$ cat config.mk
export PLATFORM = sky130hd
export DESIGN_NAME = dco_tune_seq_flat
export DESIGN_NICKNAME = d
export VERILOG_FILES = /design/src/rtl/dco_tune_seq_if.sv /design/src/rtl/dco_tune_seq.sv /design/src/flat_wrapper.sv
export SDC_FILE = /design/constraint.sdc
export NUM_CORES = 1
export LEC_CHECK = 0
export ABC_AREA = 0
export CAP_MARGIN = 15
export CORE_UTILIZATION = 30
export DETAILED_ROUTE_END_ITERATION = 10
export GPL_ROUTABILITY_DRIVEN = 0
export SYNTH_ARGS = -nofsm -noshare
export SYNTH_HDL_FRONTEND = slang
export SYNTH_SLANG_ARGS = --single-unit
$ cat constraint.sdc
create_clock -name clk -period 7.1 [get_ports clk]
set_input_delay 1.065 -clock clk [delete_from_list [all_inputs] [get_ports clk]]
set_output_delay 1.065 -clock clk [all_outputs]
set_load 0.01 [all_outputs]
$ cat src/rtl/dco_tune_seq_if.sv
// DCO tuning sequencer bus: run enable, error samples in, DCO controls and status out.
interface dco_tune_seq_if #(
    parameter int ERR_W = 12
);
    logic                    en;
    logic                    tune_vld;
    logic signed [ERR_W-1:0] tune_err;
    logic                    pd;
    logic [1:0]              osc_gain;
    logic [4:0]              c_l_rall;
    logic [4:0]              c_l_row;
    logic [4:0]              c_l_col;
    logic [15:0]             c_m_rall;
    logic [15:0]             c_m_row;
    logic [15:0]             c_m_col;
    logic [15:0]             c_s_rall;
    logic [15:0]             c_s_row;
    logic [15:0]             c_s_col;
    logic [1:0]              mode;
    logic                    lock;
    logic                    sat;

    modport master (
        output en, tune_vld, tune_err,
        input  pd, osc_gain, c_l_rall, c_l_row, c_l_col,
               c_m_rall, c_m_row, c_m_col, c_s_rall, c_s_row, c_s_col,
               mode, lock, sat
    );

    modport slave (
        input  en, tune_vld, tune_err,
        output pd, osc_gain, c_l_rall, c_l_row, c_l_col,
               c_m_rall, c_m_row, c_m_col, c_s_rall, c_s_row, c_s_col,
               mode, lock, sat
    );
endinterface

$ cat src/rtl/dco_tune_seq.sv
// DCO power-up and cap-bank tuning sequencer: PVT -> ACQ -> TRK, one code
// register per bank, each decoded to the bank's rall/row/col controls.
module dco_tune_seq #(
    parameter int         ERR_W      = 12,
    parameter int         PD_CYC     = 16,
    parameter int         SETTLE_CYC = 32,
    parameter int         LOCK_THR   = 4,
    parameter int         L_INIT     = 12,
    parameter int         M_INIT     = 128,
    parameter int         S_INIT     = 128,
    parameter logic [1:0] OSC_GAIN   = 2'b10
) (
    input  logic           clk,
    input  logic           rst_n,
    dco_tune_seq_if.slave  bus
);
    localparam int PW    = $clog2(PD_CYC + 1);
    localparam int SW    = $clog2(SETTLE_CYC + 1);
    localparam int SUM_W = ERR_W + 2;

    localparam logic [4:0] L_INIT_C = 5'(L_INIT);
    localparam logic [7:0] M_INIT_C = 8'(M_INIT);
    localparam logic [7:0] S_INIT_C = 8'(S_INIT);
    localparam logic [4:0] L_MAX    = 5'd25;
    localparam logic [7:0] MS_MAX   = 8'd255;
    localparam logic signed [ERR_W-1:0] THR_P = ERR_W'(LOCK_THR);
    localparam logic signed [ERR_W-1:0] THR_N = ERR_W'(-LOCK_THR);
    localparam logic signed [SUM_W-1:0] SUM_MAX = SUM_W'(255);

    typedef enum logic [2:0] {ST_OFF, ST_PD_WAIT, ST_PVT, ST_ACQ, ST_TRK} state_t;

    state_t          state_q, state_d;
    logic [PW-1:0]   pd_cnt_q, pd_cnt_d;
    logic [SW-1:0]   scnt_q, scnt_d;
    logic [4:0]      code_l_q, code_l_d;
    logic [7:0]      code_m_q, code_m_d;
    logic [7:0]      code_s_q, code_s_d;
    logic            pd_q, pd_d;
    logic [1:0]      osc_gain_q, osc_gain_d;
    logic [1:0]      mode_q, mode_d;
    logic            lock_q, lock_d;
    logic            sat_q, sat_d;

    logic                    in_thr;
    logic                    err_pos;
    logic signed [SUM_W-1:0] trk_sum;

    // Threshold test as a signed range check, so the most-negative error
    // falls outside without ever forming its (unrepresentable) magnitude.
    always_comb begin
        in_thr  = (bus.tune_err >= THR_N) && (bus.tune_err <= THR_P);
        err_pos = ~bus.tune_err[ERR_W-1];
        trk_sum = $signed({{(SUM_W-8){1'b0}}, code_s_q})
                + $signed({{2{bus.tune_err[ERR_W-1]}}, bus.tune_err});
    end

    // Next-state and next-output computation; en low returns everything to OFF.
    always_comb begin
        state_d  = state_q;
        pd_cnt_d = pd_cnt_q;
        scnt_d   = scnt_q;
        code_l_d = code_l_q;
        code_m_d = code_m_q;
        code_s_d = code_s_q;
        lock_d   = lock_q;
        sat_d    = sat_q;
        if (!bus.en) begin
            state_d  = ST_OFF;
            pd_cnt_d = '0;
            scnt_d   = '0;
            code_l_d = L_INIT_C;
            code_m_d = M_INIT_C;
            code_s_d = S_INIT_C;
            lock_d   = 1'b0;
            sat_d    = 1'b0;
        end else begin
            case (state_q)
                ST_OFF: begin
                    state_d  = ST_PD_WAIT;
                    pd_cnt_d = '0;
                end
                ST_PD_WAIT: begin
                    if (pd_cnt_q == PW'(PD_CYC - 1)) state_d = ST_PVT;
                    else pd_cnt_d = pd_cnt_q + 1'b1;
                end
                ST_PVT, ST_ACQ: begin
                    if (bus.tune_vld) begin
                        if (!in_thr) begin
                            scnt_d = '0;
                            if (state_q == ST_PVT) begin
                                if (err_pos) code_l_d = (code_l_q == L_MAX) ? L_MAX : code_l_q + 1'b1;
                                else         code_l_d = (code_l_q == 5'd0) ? 5'd0 : code_l_q - 1'b1;
                            end else begin
                                if (err_pos) code_m_d = (code_m_q == MS_MAX) ? MS_MAX : code_m_q + 1'b1;
                                else         code_m_d = (code_m_q == 8'd0) ? 8'd0 : code_m_q - 1'b1;
                            end
                        end else if (scnt_q == SW'(SETTLE_CYC - 1)) begin
                            scnt_d  = '0;
                            state_d = (state_q == ST_PVT) ? ST_ACQ : ST_TRK;
                        end else begin
                            scnt_d = scnt_q + 1'b1;
                        end
                    end
                end
                ST_TRK: begin
                    if (bus.tune_vld) begin
                        if (trk_sum < 0) begin
                            code_s_d = 8'd0;
                            sat_d    = 1'b1;
                        end else if (trk_sum > SUM_MAX) begin
                            code_s_d = MS_MAX;
                            sat_d    = 1'b1;
                        end else begin
                            code_s_d = trk_sum[7:0];
                            sat_d    = 1'b0;
                        end
                        if (!in_thr) scnt_d = '0;
                        else if (scnt_q != SW'(SETTLE_CYC)) scnt_d = scnt_q + 1'b1;
                        lock_d = (scnt_d == SW'(SETTLE_CYC));
                    end
                end
                default: state_d = ST_OFF;
            endcase
        end
        pd_d       = (state_d == ST_OFF);
        osc_gain_d = (state_d == ST_OFF) ? 2'b00 : OSC_GAIN;
        case (state_d)
            ST_PVT:  mode_d = 2'd1;
            ST_ACQ:  mode_d = 2'd2;
            ST_TRK:  mode_d = 2'd3;
            default: mode_d = 2'd0;
        endcase
    end

    // State, code and registered-output flops with synchronous active-low reset.
    always_ff @(posedge clk) begin
        if (!rst_n) begin
            state_q    <= ST_OFF;
            pd_cnt_q   <= '0;
            scnt_q     <= '0;
            code_l_q   <= L_INIT_C;
            code_m_q   <= M_INIT_C;
            code_s_q   <= S_INIT_C;
            pd_q       <= 1'b1;
            osc_gain_q <= 2'b00;
            mode_q     <= 2'd0;
            lock_q     <= 1'b0;
            sat_q      <= 1'b0;
        end else begin
            state_q    <= state_d;
            pd_cnt_q   <= pd_cnt_d;
            scnt_q     <= scnt_d;
            code_l_q   <= code_l_d;
            code_m_q   <= code_m_d;
            code_s_q   <= code_s_d;
            pd_q       <= pd_d;
            osc_gain_q <= osc_gain_d;
            mode_q     <= mode_d;
            lock_q     <= lock_d;
            sat_q      <= sat_d;
        end
    end

    logic [2:0]  q_l, r_l;
    logic [3:0]  q_m, r_m, q_s, r_s;
    logic [4:0]  l_rall, l_row, l_col;
    logic [15:0] m_rall, m_row, m_col, s_rall, s_row, s_col;

    // Thermometer/row/column decode: cap count equals the code for each bank.
    always_comb begin
        q_l = 3'(code_l_q / 5'd5);
        r_l = 3'(code_l_q % 5'd5);
        q_m = code_m_q[7:4];
        r_m = code_m_q[3:0];
        q_s = code_s_q[7:4];
        r_s = code_s_q[3:0];
        for (int i = 0; i < 5; i++) begin
            l_rall[i] = (3'(i) < q_l);
            l_row[i]  = (3'(i) == q_l);
            l_col[i]  = (3'(i) < r_l);
        end
        for (int i = 0; i < 16; i++) begin
            m_rall[i] = (4'(i) < q_m);
            m_row[i]  = (4'(i) == q_m);
            m_col[i]  = (4'(i) < r_m);
            s_rall[i] = (4'(i) < q_s);
            s_row[i]  = (4'(i) == q_s);
            s_col[i]  = (4'(i) < r_s);
        end
    end

    assign bus.pd       = pd_q;
    assign bus.osc_gain = osc_gain_q;
    assign bus.mode     = mode_q;
    assign bus.lock     = lock_q;
    assign bus.sat      = sat_q;
    assign bus.c_l_rall = l_rall;
    assign bus.c_l_row  = l_row;
    assign bus.c_l_col  = l_col;
    assign bus.c_m_rall = m_rall;
    assign bus.c_m_row  = m_row;
    assign bus.c_m_col  = m_col;
    assign bus.c_s_rall = s_rall;
    assign bus.c_s_row  = s_row;
    assign bus.c_s_col  = s_col;
endmodule
$ cat src/flat_wrapper.sv
// flat-port wrapper written by rule: the top's interface ports become plain ports
module dco_tune_seq_flat 
#(
    parameter int         ERR_W      = 12,
    parameter int         PD_CYC     = 16,
    parameter int         SETTLE_CYC = 32,
    parameter int         LOCK_THR   = 4,
    parameter int         L_INIT     = 12,
    parameter int         M_INIT     = 128,
    parameter int         S_INIT     = 128,
    parameter logic [1:0] OSC_GAIN   = 2'b10
)
  (clk, rst_n, bus_en, bus_tune_vld, bus_tune_err, bus_pd, bus_osc_gain, bus_c_l_rall, bus_c_l_row, bus_c_l_col, bus_c_m_rall, bus_c_m_row, bus_c_m_col, bus_c_s_rall, bus_c_s_row, bus_c_s_col, bus_mode, bus_lock, bus_sat);
  dco_tune_seq_if #(.ERR_W(ERR_W)) bus_i ();
  input  logic clk;
  input  logic rst_n;
  input wire logic [$bits(bus_i.en)-1:0] bus_en;
  input wire logic [$bits(bus_i.tune_vld)-1:0] bus_tune_vld;
  input wire logic [$bits(bus_i.tune_err)-1:0] bus_tune_err;
  output wire logic [$bits(bus_i.pd)-1:0] bus_pd;
  output wire logic [$bits(bus_i.osc_gain)-1:0] bus_osc_gain;
  output wire logic [$bits(bus_i.c_l_rall)-1:0] bus_c_l_rall;
  output wire logic [$bits(bus_i.c_l_row)-1:0] bus_c_l_row;
  output wire logic [$bits(bus_i.c_l_col)-1:0] bus_c_l_col;
  output wire logic [$bits(bus_i.c_m_rall)-1:0] bus_c_m_rall;
  output wire logic [$bits(bus_i.c_m_row)-1:0] bus_c_m_row;
  output wire logic [$bits(bus_i.c_m_col)-1:0] bus_c_m_col;
  output wire logic [$bits(bus_i.c_s_rall)-1:0] bus_c_s_rall;
  output wire logic [$bits(bus_i.c_s_row)-1:0] bus_c_s_row;
  output wire logic [$bits(bus_i.c_s_col)-1:0] bus_c_s_col;
  output wire logic [$bits(bus_i.mode)-1:0] bus_mode;
  output wire logic [$bits(bus_i.lock)-1:0] bus_lock;
  output wire logic [$bits(bus_i.sat)-1:0] bus_sat;
  assign bus_i.en = bus_en;
  assign bus_i.tune_vld = bus_tune_vld;
  assign bus_i.tune_err = bus_tune_err;
  assign bus_pd = bus_i.pd;
  assign bus_osc_gain = bus_i.osc_gain;
  assign bus_c_l_rall = bus_i.c_l_rall;
  assign bus_c_l_row = bus_i.c_l_row;
  assign bus_c_l_col = bus_i.c_l_col;
  assign bus_c_m_rall = bus_i.c_m_rall;
  assign bus_c_m_row = bus_i.c_m_row;
  assign bus_c_m_col = bus_i.c_m_col;
  assign bus_c_s_rall = bus_i.c_s_rall;
  assign bus_c_s_row = bus_i.c_s_row;
  assign bus_c_s_col = bus_i.c_s_col;
  assign bus_mode = bus_i.mode;
  assign bus_lock = bus_i.lock;
  assign bus_sat = bus_i.sat;
  dco_tune_seq #(.ERR_W(ERR_W), .PD_CYC(PD_CYC), .SETTLE_CYC(SETTLE_CYC), .LOCK_THR(LOCK_THR), .L_INIT(L_INIT), .M_INIT(M_INIT), .S_INIT(S_INIT), .OSC_GAIN(OSC_GAIN)) u_core (.clk(clk), .rst_n(rst_n), .bus(bus_i));
endmodule
==> metrics.yaml <==
synth_cell_types: 76
cts_buffer_depth: 2
slew_violations: 0
slew_headroom: 0.547
route.detailed.drc: 0
area_growth_syn_to_layout_pct: 35.7
peakVddDrop_mv: 0.0858
num-fill-cells: 1367
final_area_sq_um: 5490
p_total_uw: 512
synth-edff-count: 0
busiest_layer: "met2"
cts_hold_buf: 0
drtPass1Iterations: 5
io_buffers: 128
insertion_delay_ns: 0.28
die_area_sq_um: 13900
syn-instance-count: 591
grt_util_met3: 0.0334
synth_area_sq_um: 4040
skew_ns: 0.00418
grt_use_met1: 0.214
die_w_um: 118
synthFlopType: "dfxtp_1"
synth.yosys.warnings: 0
status: "complete, no violations"
ant_nets: 0
postSynth.asyncResetShare: 0
drt_wl_total_mm: 12.1
cp_max_fo: 12
use_met2: 0.292
numCtsBuffers: 5
vias_per_cell: 5.26
power_density_nw_per_um2: 93.2
rsz0062_at_grt: "false"
hpwl_mm: 9.11
reg2reg_depth: 10
placed_cell_area_sq_um: 5350
avgSynthCellArea_sq_um: 6.84
grt_pass1_wl_mm: 20.0
startpoint: "u_core.code_l_q[0]$_SDFFE_PN0P_"
core_area_sq_um: 13200
tritoncts: "yes"
drive_gt1_frac: 0.0451
grt_max_degree: 33
cts.clk_slew.worst_paths_ns: 0.06
start_kind: "register"
n_antenna_cell: 0
finalNonFillerCells: 864
fin_crit_sh: 0.707
fin_ws_ns: 2.08
fin_util: 0.416
dp_cells: 856
num_rows: 42
hold_depth: 2
leakage_nw: 2.05
post-cts-setup-buffers: 0
worstPathRequired_ns: 6.03
wire_per_inst_um: 14.0
setup_viol: 0
cp.arrival_ns: 3.96
maxClockFrequency_mhz: 199
overflow: 0
hold_class: "register to register"
start_util: 0.306
min_from: "u_core.pd_cnt_q[4]$_SDFFE_PN0P_"
whs_ns: 0.501
die_h_um: 118
grt_pass1_vias: 4196
grtUsageTotal: 0.169
finalNetCount: 725
finalHoldViolCount: 0
dp_worst_setup_slack_ns: 2.41
post-route-min-period_ns: 5.02
vias: 4542
ys_ff_latch: 41
io_pins: 134
cap_violations: 0
htree_levels: 2
tns_ns: 0
initialDrtViolationCount: 249
crit_type: "register to output pin"
critical_path.endpoint_type: "output pin"
postCtsResizedCells: 0
antenna_found_initial: 0
timing.rr.start: "u_core.code_s_q[0]$_SDFFE_PN0P_"
cts.sinks: 41
ctsRootBufferMaster: "clkbuf_16"
worst_pin_slew_ns: 0.679
synth-seq-area-share: 0.203
cell families (layout without fill, tap and decap cells):
family	count (synthesis)	count (layout)	synth area share
XOR/XNOR	10	10	0.0235
flip-flops	41	41	0.203
adder cells (fa/ha/maj)	23	23	0.0724
buffers and inverters	78	171	0.0873
multiplexers	3	3	0.00774
other	1	5	0.000928
AO/OA/AOI/OAI	170	170	0.285
AND/OR/NAND/NOR	265	265	0.320
worst max-delay path, stage by stage (launching register included):
cell,delay (ns)
dfxtp_1,0.56
inv_1,0.25
ha_1,0.31
nand2_1,0.10
nor2_1,0.05
o31ai_1,0.21
o31a_1,0.25
ha_1,0.21
nor3b_1,0.07
o21ai_0,0.19
nand2_1,0.08
o32a_1,0.40
nor2_2,0.16
xnor2_2,0.12
o311ai_1,0.11
clkdlybuf4s50_1,0.59
registers in the layout, indices dropped and copies added (netlist names):
name / count
u_core.code_s_q: 8
u_core.pd_cnt_q: 5
u_core.code_m_q: 8
u_core.scnt_q: 6
u_core.bus.osc_gain: 1
u_core.code_l_q: 5
u_core.bus.lock: 1
u_core.bus.pd: 1
u_core.state_q: 3
u_core.bus.mode: 2
u_core.bus.sat: 1
path summary, 6_finish.rpt:
check / endpoint / slack, ns
setup reg to reg: u_core.code_s_q[3]$_SDFFE_PN0P_ / 4.31
hold / removal: u_core.pd_cnt_q[4]$_SDFFE_PN0P_ / 0.50
hold reg to reg: u_core.pd_cnt_q[4]$_SDFFE_PN0P_ / 0.50
setup / recovery: bus_c_l_col[2] / 2.08
placed cells by master (no fill, tap or decap), drive strengths merged, types with 5 or more instances in the layout:
cell / n
clkdlybuf4s50: 128
nor2: 90
nand2: 59
o21ai: 45
dfxtp: 41
a21oi: 41
inv: 33
ha: 21
nand3: 19
nor3: 19
nor2b: 12
and3: 12
o21a: 12
nand2b: 11
a21o: 11
and2: 10
or3: 8
xnor2: 8
nand4: 7
a311oi: 7
a22oi: 6
o31a: 5
conb: 5
clkbuf: 5
o31ai: 5
a31oi: 5
a211oi: 5
per-layer routing:
layer / wire, um / part of all wire / vias up
li1: - / - / 2277
met2: 5850 / 0.49 / 163
met3: 666 / 0.055 / 14
met5: 0 / 0 / -
met1: 5410 / 0.45 / 2088
met4: 134 / 0.011 / 0
synth_stat cells, types with 3 or more instances:
library cell,number,share of area
o21ai_0,26,0.032
o211ai_1,4,0.0074
nor3_1,18,0.022
nand2_1,57,0.053
or3_1,8,0.012
a22oi_1,6,0.011
a31oi_1,4,0.0062
nor2_1,89,0.083
nor2b_1,12,0.019
a32oi_1,3,0.0065
nand4_1,7,0.011
a311oi_1,7,0.015
o31ai_1,4,0.0074
nand3_1,19,0.024
o31a_1,5,0.011
a21oi_1,39,0.048
nand2b_1,11,0.017
buf_2,9,0.011
nor4_1,3,0.0046
o21ai_1,19,0.024
buf_4,11,0.020
and3_1,12,0.019
clkbuf_1,22,0.020
and2_1,9,0.014
xnor2_1,7,0.015
inv_1,31,0.029
dfxtp_1,41,0.20
a211oi_1,4,0.0074
o21a_1,12,0.022
a21o_1,11,0.020
ha_1,21,0.065
where the power goes:
group          switching, mW  total [mW]  internal, mW
Sequential           0.00110       0.232         0.231
Clock                 0.0993       0.228         0.129
Combinational         0.0302      0.0512        0.0209
Total                  0.131       0.512         0.381
final cells by class:
cell class                      count  area [sq um]  share of cell area
Clock buffer                        5           125              0.0228
Clock inverter                      3          17.5             0.00319
Inverter                           33           124              0.0226
Multi-Input combinational cell    476          2880               0.526
Sequential cell                    41           821               0.150
Tap cell                          176           220              0.0401
Timing Repair Buffer              130          1300               0.236
No activity file was read; power rests on OpenSTA's default activity.
